### src/rtl/fetch_queue.sv
// Instruction prefetch queue: issues sequential fetches under a credit limit, pairs each
// in-order imem response with its request PC, and presents the head entry to IF/ID.
module fetch_queue #(
   parameter int          DEPTH    = 4,
   parameter logic [31:0] RESET_PC = 32'h0
) (
   input  logic        clk,
   input  logic        rst,
   input  logic        redirect,
   input  logic [31:0] redirect_pc,
   output logic        imem_req_valid,
   output logic [31:0] imem_req_addr,
   input  logic        imem_req_ready,
   input  logic        imem_resp_valid,
   input  logic [31:0] imem_resp_data,
   output logic        out_valid,
   output logic [31:0] out_inst,
   output logic [31:0] out_pc,
   input  logic        out_ready
);

   localparam int AW = $clog2(DEPTH);
   localparam int PW = AW + 1;

   logic [31:0]   fetch_pc;
   logic [PW-1:0] rd_ptr, wr_ptr, rq_rd, rq_wr;
   logic [PW-1:0] outstanding, discard, count;
   logic [PW:0]   credit_used;
   logic [31:0]   inst_mem [DEPTH];
   logic [31:0]   pc_mem   [DEPTH];
   logic [31:0]   rq_pc    [DEPTH];
   logic          req_fire, resp_ok, resp_keep, pop;
   logic          unused_bits;

   assign count       = wr_ptr - rd_ptr;
   assign credit_used = {1'b0, count} + {1'b0, outstanding};

   // Gated by rst so the request strobe drops the instant reset asserts.
   assign imem_req_valid = rst && !redirect && (credit_used < (PW+1)'(DEPTH));
   assign imem_req_addr  = fetch_pc;
   assign req_fire       = imem_req_valid && imem_req_ready;
   assign resp_ok        = imem_resp_valid && (outstanding != '0);
   assign resp_keep      = resp_ok && (discard == '0) && !redirect;

   assign out_valid = (count != '0);
   assign out_inst  = out_valid ? inst_mem[rd_ptr[AW-1:0]] : 32'h0;
   assign out_pc    = out_valid ? pc_mem[rd_ptr[AW-1:0]]   : 32'h0;
   assign pop       = out_valid && out_ready;

   assign unused_bits = ^redirect_pc[1:0];

   always_ff @(posedge clk or negedge rst) begin
      if (!rst) begin
         fetch_pc    <= RESET_PC;
         rd_ptr      <= '0;
         wr_ptr      <= '0;
         rq_rd       <= '0;
         rq_wr       <= '0;
         outstanding <= '0;
         discard     <= '0;
      end else begin
         rq_wr <= rq_wr + PW'(req_fire);
         rq_rd <= rq_rd + PW'(resp_ok);
         if (redirect) begin
            // Everything still in flight after this edge belongs to the dead stream.
            fetch_pc    <= {redirect_pc[31:2], 2'b00};
            rd_ptr      <= '0;
            wr_ptr      <= '0;
            outstanding <= outstanding - PW'(resp_ok);
            discard     <= outstanding - PW'(resp_ok);
         end else begin
            if (req_fire)
               fetch_pc <= fetch_pc + 32'd4;
            outstanding <= outstanding + PW'(req_fire) - PW'(resp_ok);
            if (resp_ok && (discard != '0))
               discard <= discard - PW'(1);
            if (resp_keep)
               wr_ptr <= wr_ptr + PW'(1);
            if (pop)
               rd_ptr <= rd_ptr + PW'(1);
         end
      end
   end

   always_ff @(posedge clk) begin
      if (req_fire)
         rq_pc[rq_wr[AW-1:0]] <= fetch_pc;
      if (resp_keep) begin
         inst_mem[wr_ptr[AW-1:0]] <= imem_resp_data;
         pc_mem[wr_ptr[AW-1:0]]   <= rq_pc[rq_rd[AW-1:0]];
      end
   end

endmodule
### config.mk
export PLATFORM = sky130hd
export DESIGN_NAME = fetch_queue
export DESIGN_NICKNAME = d
export VERILOG_FILES = /design/src/rtl/fetch_queue.sv
export SDC_FILE = /design/constraint.sdc
export NUM_CORES = 1
export LEC_CHECK = 0
export ABC_AREA = 1
export CORE_UTILIZATION = 53
export DETAILED_ROUTE_END_ITERATION = 16
export GPL_TIMING_DRIVEN = 0
export HOLD_SLACK_MARGIN = 0.03
export PLACE_DENSITY = 0.82
export SLEW_MARGIN = 10
export SYNTH_ARGS = -nofsm -noshare
export SYNTH_HDL_FRONTEND = slang
export SYNTH_SLANG_ARGS = --single-unit
### constraint.sdc
create_clock -name clk -period 5.2 [get_ports clk]
set_input_delay 1.04 -clock clk [delete_from_list [all_inputs] [get_ports clk]]
set_output_delay 1.04 -clock clk [all_outputs]
set_load 0.005 [all_outputs]
# Yosys cells after proc, flatten, opt, wreduce, memory -nomap -nowiden
# Memories as Yosys holds them, arrays and structs flattened.
# Index checks and enable logic that the tools add are counted.
# op_classes
n_addsub,11
order_cmp,1
n_mux,15
n_reduce_logical,17
# ops
cell,n
two-way mux 32 bit,4
"adder 32 x 3 -> 32 bit, second input constant",1
two-way mux 3 bit,7
adder 3 x 1 -> 3 bit,3
nonzero test 3 bit,3
logical AND 1 bit,8
nonzero test 2 bit,4
"adder 3 x 1 -> 3 bit, second input constant",2
subtractor 3 x 1 -> 3 bit,2
adder 3 x 3 -> 4 bit,1
"less-than comparator 4 x 3 -> 1 bit, second input constant",1
two-way mux 1 bit,4
logical NOT 3 bit,1
"subtractor 3 x 1 -> 3 bit, second input constant",1
subtractor 3 bit,1
logical NOT 1 bit,1
# totals
register_bits,50
mem_bits_rw,384
input_bits,70
output_inout_bits,98
elab_cells,54
memories,3
# memory_table
memory,depth,word_bits,read_ports,rd_clocked_by_memory_dff,wr,line,source
inst_mem,4,32,1,0,1,29,logic [31:0] inst_mem [DEPTH];
pc_mem,4,32,1,0,1,30,logic [31:0] pc_mem [DEPTH];
rq_pc,4,32,1,0,1,31,logic [31:0] rq_pc [DEPTH];

# Longest topological paths before layout
# Gate-level depths: netlist of the first run.
# logic_depth
ltp_word,8
depth_mapped,21
ltp_nobuf,20

# Least setup slack after synthesis of the first run
# No wires, ideal clock.
# synth_path
path_kind,input to register
start,in redirect
end,mem inst_mem[0][0] (enable)
setup_ns,0.482
arrival_time_ns,4.225
t_required_ns,4.718
setup_slack_ns,0.493
cell_stages,5
n_path_buf,2
path_cell_list,buf_6 inv_1 buf_2 nand3_1 nor2_1
# synth_via
elab_chain_cells,4
# synth_rtl
item,line,source
"start, declared",9,"input logic redirect,"
logical NOT 1 bit,43,assign resp_keep = resp_ok && (discard == '0) && !redirect;
logical AND 1 bit,43,
two-way mux 1 bit,88,if (resp_keep) begin
two-way mux 1 bit (implied by the code),89,inst_mem[wr_ptr[AW-1:0]] <= imem_resp_data;
"end, declared",29,
# No other way between the ends.

# Final worst setup path of the first run
# layout_path
start,reg rd_ptr[1]
end,out out_inst[28]
# layout_via
elab_chain_cells,3
elab_cells_between_ends,4
classes_between,add/sub (1); mux (1); reduce/logical (1); memory (1)
# layout_rtl
item,line,source
"start, declared",26,"logic [PW-1:0] rd_ptr, wr_ptr, rq_rd, rq_wr;"
"start signal, assigned",80,rd_ptr <= rd_ptr + PW'(1);
subtractor 3 bit,35,assign count = wr_ptr - rd_ptr;
nonzero test 3 bit,45,assign out_valid = (count != '0);
two-way mux 32 bit (*),46,assign out_inst = out_valid ? inst_mem[rd_ptr[AW-1:0]] : 32'h0;
"end, declared",17,"output logic [31:0] out_inst,"
# Every way passes the cells marked *; elsewhere a longest branch is shown, timed or not.

==> impl_results.md, run 1 <==
* Status: finished, final reports clean
* Avg Cell Area, Syn at 11.4 sq um
* Clock network latency to the later pin of the worst-skew pair at 540 ps
* Share of layout cells above drive strength 1 at 8.67%
* Req. time, crit path at 4160 ps
* Layout Cell Area excl Fill at 21,300 sq um
* Post-Syn Area at 17,400 sq um
* Placed instance count at 2,156
* DRC Markers at 0
* Clock Skew at 16.4 ps
* Global Route Usage Sum at 25.8%
* Slowest stage cell, crit path: fa_1
* DIE HEIGHT at 183 microns
* Post-CTS Setup Bufs at 0
* CTS Root Cell: clkbuf_16
* Area Growth Syn to Fin at 22.3%
* IO Count at 168
* Vias post-DR at 12,821
* Final nets at 1,846
* Fin cells at 2,229
* Fmax at 209 MHz
* Pwr Density at 515 nW/um^2
* Routability cong. at 0.904
* CTS clock-pin slew for the worst setup and hold paths at 60 ps
* Final setup viols at 0
* Register-to-register setup slack at 830 ps
* CTS Buf Count at 41
* Hold buffers post-CTS at 0
* DRT iter0 DRCs at 1,372
* Number of routed nets with antenna violations at 0
* Slew headroom at 43.0%
* RSZ-0062 raised after global routing: no
* Synth Register Bits at 414
* CP bufs+invs at 7
* Clock tree buffer depth at 3
* Die area at 33,600 sq um
* First-pass GRT wire length at 66.2 mm
* Critical Path Sink: out_inst[28]
* Initial Util at 53.7%
* Max cap viols at 0
* Leak pwr at 8.04 nW
* Register area share after synthesis at 70.0%
* Worst r2r dst: rq_pc[3][5]
* Reg2reg start: rd_ptr[1]
* Netlist cell types at 36
* H-tree depth at 2
* Hold Path Class: flop to flop
* Cell Rows at 66
* Worst Setup Start Kind: flop
* Vias in the first global route at 12,633
* Worst Min Path Start: rq_rd[0]
* WL/cell at 19.5 microns
* CTS tree: done
* Final hold violations at 0
* Port-buffer cells at 160
* Pre-Repair DR Iteration Count at 5
* Peak VDD IR at 241 uV
* Die width at 183 microns
* Clk sink count at 414
* Critical Path Max Stage Delay at 580 ps
* Min Tclk post-route at 4780 ps
* Crit path DAT at 3740 ps
* Post-DP HPWL at 28.0 mm
* Vias per inst at 5.75
* Core Footprint at 32,500 sq um
* Total grt overflow at 0
* Critical Path, Cell by Cell: buf_2, inv_2, clkbuf_1, fa_1, nor2_1, nand3_2, buf_6, buf_8, nand2_1, inv_2, clkdlybuf4s50_1
* Worst path top cell family by delay: buffers and inverters
* Initial antenna violation count at 1
* Cells after Synth at 1,529
* CP most frequent cell: inv_2
* CP startpoint: rd_ptr[1]
* Yosys warns at 0
* CP Capture Type: primary output
* Pin count of the biggest net entering global routing at 28
* ANT cells at 0
* Drt total wl at 43.4 mm
* Critical path fanouts, max at 10
* Critical path class: flop to primary output
* Placed Area at 20,000 sq um
* R2R cell count at 14
* Post-CTS resize count at 0
* Worst Max-Slew Pin Slew at 850 ps
* Max Slew Vio Count at 0
* Fin crit share at 92.0%
* CP Depth at 11
==> worst register-to-register path, delay by kind of cell, from the launching register on <==
kind / cells / cell delay [ps]
adder cells (fa/ha/maj): 2 / 900
buffers and inverters: 7 / 1760
flip-flops: 1 / 380
AND/OR/NAND/NOR: 5 / 1030
==> area by class of cell <==
cell class,instances,area [sq um]
clock inverter,15,154
fill,2275,11100
sequential,414,12200
buffer,83,414
clock buffer,58,1160
inverter,129,485
tap,442,553
timing repair buffer,182,1950
multi-input combinational,906,4390
==> where the power goes <==
part           internal (mW)  switching [mW]  total, mW
logic                   1.54            2.18       3.72
clock network           1.71            1.19       2.90
registers               4.11           0.252       4.36
==> metal layers <==
metal  vias to the layer above  routed length, microns  global-route usage (%)
met5                         -                      13                       0
met4                         2                    1340                    10.2
met3                       129                    4420                    5.00
met2                       848                   21300                    43.6
met1                      6083                   16400                    32.8
li1                       5759                       -                       -
==> registers in the layout (all words and copies together), names as in the netlist <==
name / cells
discard: 3
imem_req_addr: 30
rq_wr: 2
rd_ptr: 3
rq_pc: 120
inst_mem: 128
wr_ptr: 3
pc_mem: 120
outstanding: 3
rq_rd: 2
==> how the worst min path moves through the flow <==
stage | slack [ps] | depth (start not counted) | endpoint
after global routing | 540 | 1 | rq_rd[0]
after CTS | 510 | 1 | rq_rd[0]
after global placement | 490 | 1 | rq_rd[0]
after floorplan | 480 | 1 | rq_rd[0]
after detailed placement | 500 | 1 | rq_rd[0]
final | 510 | 1 | rq_rd[0]
==> layout by cell type (no fill, tap or decap), types with 11 or more instances in the layout <==
cell,netlist,routed
buf_6,5,13
buf_2,22,23
inv_1,113,113
clkbuf_1,45,57
edfxtp_1,368,368
ha_1,17,17
nor2_1,228,224
clkdlybuf4s50_1,0,159
buf_4,7,11
nand2_1,241,241
o21ai_0,192,192
o22ai_1,92,92
clkbuf_16,0,43
nand3_1,81,81
inv_2,15,15
dfrtp_1,46,46
==> Yosys cell counts, drive strengths merged <==
cell type / count / area [sq um]
edfxtp: 368 / 11100
nand2: 243 / 917
nor2: 235 / 910
o21ai: 194 / 971
inv: 128 / 480
o22ai: 92 / 576
nand3: 83 / 433
dfrtp: 46 / 1150
clkbuf: 45 / 169
buf: 38 / 245
ha: 17 / 213
o21bai: 8 / 60.1
xnor2: 6 / 52.6
xor2: 6 / 52.6
nor3: 4 / 20.0
or2: 4 / 25.0
nand4: 3 / 18.8
a21oi: 2 / 10.0
fa: 2 / 40.0
a21boi: 1 / 11.3
and2: 1 / 6.26
clkinv: 1 / 5.00
conb: 1 / 3.75
o31ai: 1 / 7.51
==> metrics by stage <==
step	hold slack (ps)	power [mW]	setup TNS [ps]	util (%)	setup slack, ps
3_5_place_dp	498	8.06	0	61.6	858
5_1_grt	538	11.5	0	65.7	320
4_1_cts	511	10.9	0	65.7	480
2_1_floorplan	477	6.23	0	-	493
6_report	509	11.0	0	65.7	417
3_3_place_gp	488	7.90	-791600	60.4	-2830
==> cells by family (layout without fill, tap and decap cells) <==
logic type / count (synthesis) / in the layout / synth area share, %
and+or+nand+nor: 573 / 573 / 13.4
DFF: 414 / 414 / 70.0
buffers and inverters: 212 / 467 / 5.16
adders and majority gates: 19 / 19 / 1.45
AOI/OAI and AO/OA: 298 / 298 / 9.38
xor gates and xnor gates: 12 / 12 / 0.603
other: 1 / 4 / 0.0215
Note: power is estimated with default switching activity, not from simulation.
==> run 2, diff against run 1 <==
Settings changed: CAP_MARGIN set to 15, CORE_MARGIN set to 1, GPL_TIMING_DRIVEN 0 to unset.
==> impl_results.md, run 2 (synthesis gave the netlist of run 1 again) <==
* Max reg flops at 128 (unchanged)
* Max cap viols at 0 (unchanged)
* Final nets at 1,764 (-4.4%)
* CTS tree: done
* CP Capture Type: primary output
* CTS Buf Count at 41 (unchanged)
* Vias in the first global route at 11,463 (-9.3%)
* Clock tree buffer depth at 3 (unchanged)
* Met3 Usage GRT at 3.49% (-1.5 points)
* Global Route Usage Sum at 22.9% (-2.9 points)
* Post-DP HPWL at 22.2 mm (-21%)
* Critical Path, Cell by Cell: ha_1, inv_1, fa_1, nor2_1, nand3_2, buf_4, nand2_1, inv_1, clkdlybuf4s50_1
* IO Count at 168 (unchanged)
* Total grt overflow at 0 (unchanged)
* First-pass GRT wire length at 59.7 mm (-9.9%)
* Fin crit share at 90.0% (-1.9 points)
* Slew headroom at 34.9% (-8.1 points)
* WL/cell at 17.8 microns (-8.4%)
* DRC Markers at 0 (unchanged)
* Die width at 183 microns (unchanged)
* Clock Skew at 16.8 ps (+0.390 ps)
* Status: finished, final reports clean
* Hold_ws at 551 ps (+42.6 ps)
* Number of routed nets with antenna violations at 0 (unchanged)
* Worst Setup Start Kind: flop
* Slowest stage cell, crit path: dfrtp_4
* Clock network latency to the later pin of the worst-skew pair at 540 ps (about the same)
* Fin cells at 2,148 (-3.6%)
* Most common cell after layout, fill and taps aside: edfxtp_1
* Worst path top cell family by delay: buffers and inverters
* Layout Cell Area excl Fill at 20,700 sq um (-3.0%)
* Crit path DAT at 3640 ps (-100 ps)
* Final TNS setup at 0 ps (unchanged)
* Die area at 33,600 sq um (unchanged)
* Hold Path Class: flop to flop
* Critical path fanouts, max at 34 (+24)
* CTS Root Cell: clkbuf_16
* RSZ-0062 raised after global routing: no
* DRT iter0 DRCs at 1,124 (-18%)
* Post-CTS resize count at 0 (unchanged)
* Fin worst setup slack at 518 ps (+101 ps)
* ANT cells at 0 (unchanged)
* Routability cong. at 0.918 (+1.5%)
* Most frequent cells in the layout: edfxtp_1 (368), nand2_1 (241), nor2_1 (224)
* Busiest grt layer: met2
* CTS clock-pin slew for the worst setup and hold paths at 60 ps (about the same)
* Core Footprint at 32,500 sq um (unchanged)
* Met1 Use GR at 31.5% (-1.3 points)
* DIE HEIGHT at 183 microns (unchanged)
* H-tree depth at 2 (unchanged)
* DP Worst Slack at 1100 ps (+237 ps)
* CP most frequent cell: inv_1
* Initial antenna violation count at 0 (-1)
* Placed instance count at 2,074 (-3.8%)
* Leak pwr at 7.73 nW (-3.9%)
* Initial Util at 53.7% (unchanged)
* Fmax at 214 MHz (+2.2%)
* Final hold violations at 0 (unchanged)
* Drt total wl at 38.3 mm (-12%)
* GRT met2 Usage at 37.3% (-6.3 points)
* CP bufs+invs at 4 (-3)
* Vias per inst at 5.59 (-2.9%)
* Hold buffers post-CTS at 0 (unchanged)
* Clk sink count at 414 (unchanged)
* Pin count of the biggest net entering global routing at 107 (+280%)
* Register-to-register setup slack at 1250 ps (+420 ps)
* Max Slew Vio Count at 0 (unchanged)
* Peak VDD IR at 290 uV (+20%)
* Share of layout cells above drive strength 1 at 6.57% (-2.1 points)
* Port-buffer cells at 161 (+0.63%)
* Pwr Density at 508 nW/um^2 (-1.3%)
* Vias post-DR at 11,998 (-6.4%)
* Min Tclk post-route at 4680 ps (-101 ps)
* Pre-Repair DR Iteration Count at 5 (unchanged)
* Final setup viols at 0 (unchanged)
* Req. time, crit path at 4160 ps (about the same)
* Placed Area at 19,400 sq um (-2.8%)
* Critical Path Max Stage Delay at 640 ps (+60 ps)
* Cell Rows at 66 (unchanged)
* Critical path class: flop to primary output
* Post-CTS Setup Bufs at 0 (unchanged)
* Area Growth Syn to Fin at 18.7%
* Worst Max-Slew Pin Slew at 976 ps (+126 ps)
## run 2: worst paths after layout
| check | startpoint | end | cells past startpoint |
|---|---|---|---|
| min in group asynchronous | rst | imem_req_addr[15] | 2 |
| min | rq_wr[1] | rq_wr[1] | 1 |
| max | rd_ptr[0] | out_pc[30] | 9 |
| max reg2reg | rd_ptr[0] | outstanding[2] | 16 |
| min reg2reg | rq_wr[1] | rq_wr[1] | 1 |
| max in group asynchronous | rst | rd_ptr[0] | 2 |
## run 2: report_power, final
group	leakage (nW)	internal, mW	total [mW]	switching (mW)
sequential	3.89	4.11	4.37	0.261
combinational	3.24	1.43	3.36	1.93
clock	0.605	1.62	2.79	1.17
## run 2: final cells by class
class                           count  area [sq um]
Fill cell                        2361         11800
Inverter                          129           485
Clock buffer                       60          1140
Timing Repair Buffer              183          1800
Tap cell                          442           553
Multi-Input combinational cell    906          4390
Clock inverter                     14           113
Sequential cell                   414         12200
## run 2: metrics by stage
stage                     power, mW  util (%)
after CTS                      10.6      63.7
after floorplan                6.23         -
after global routing           11.1      63.7
after detailed placement       7.77      59.9
after global placement         7.64      59.9
final                          10.5      63.7
## run 2: metal layers
layer | vias to the layer above | wire [microns]
li1 | 5595 | -
met1 | 5771 | 16300
met2 | 554 | 18100
met3 | 78 | 3000
met4 | 0 | 882
met5 | - | 0
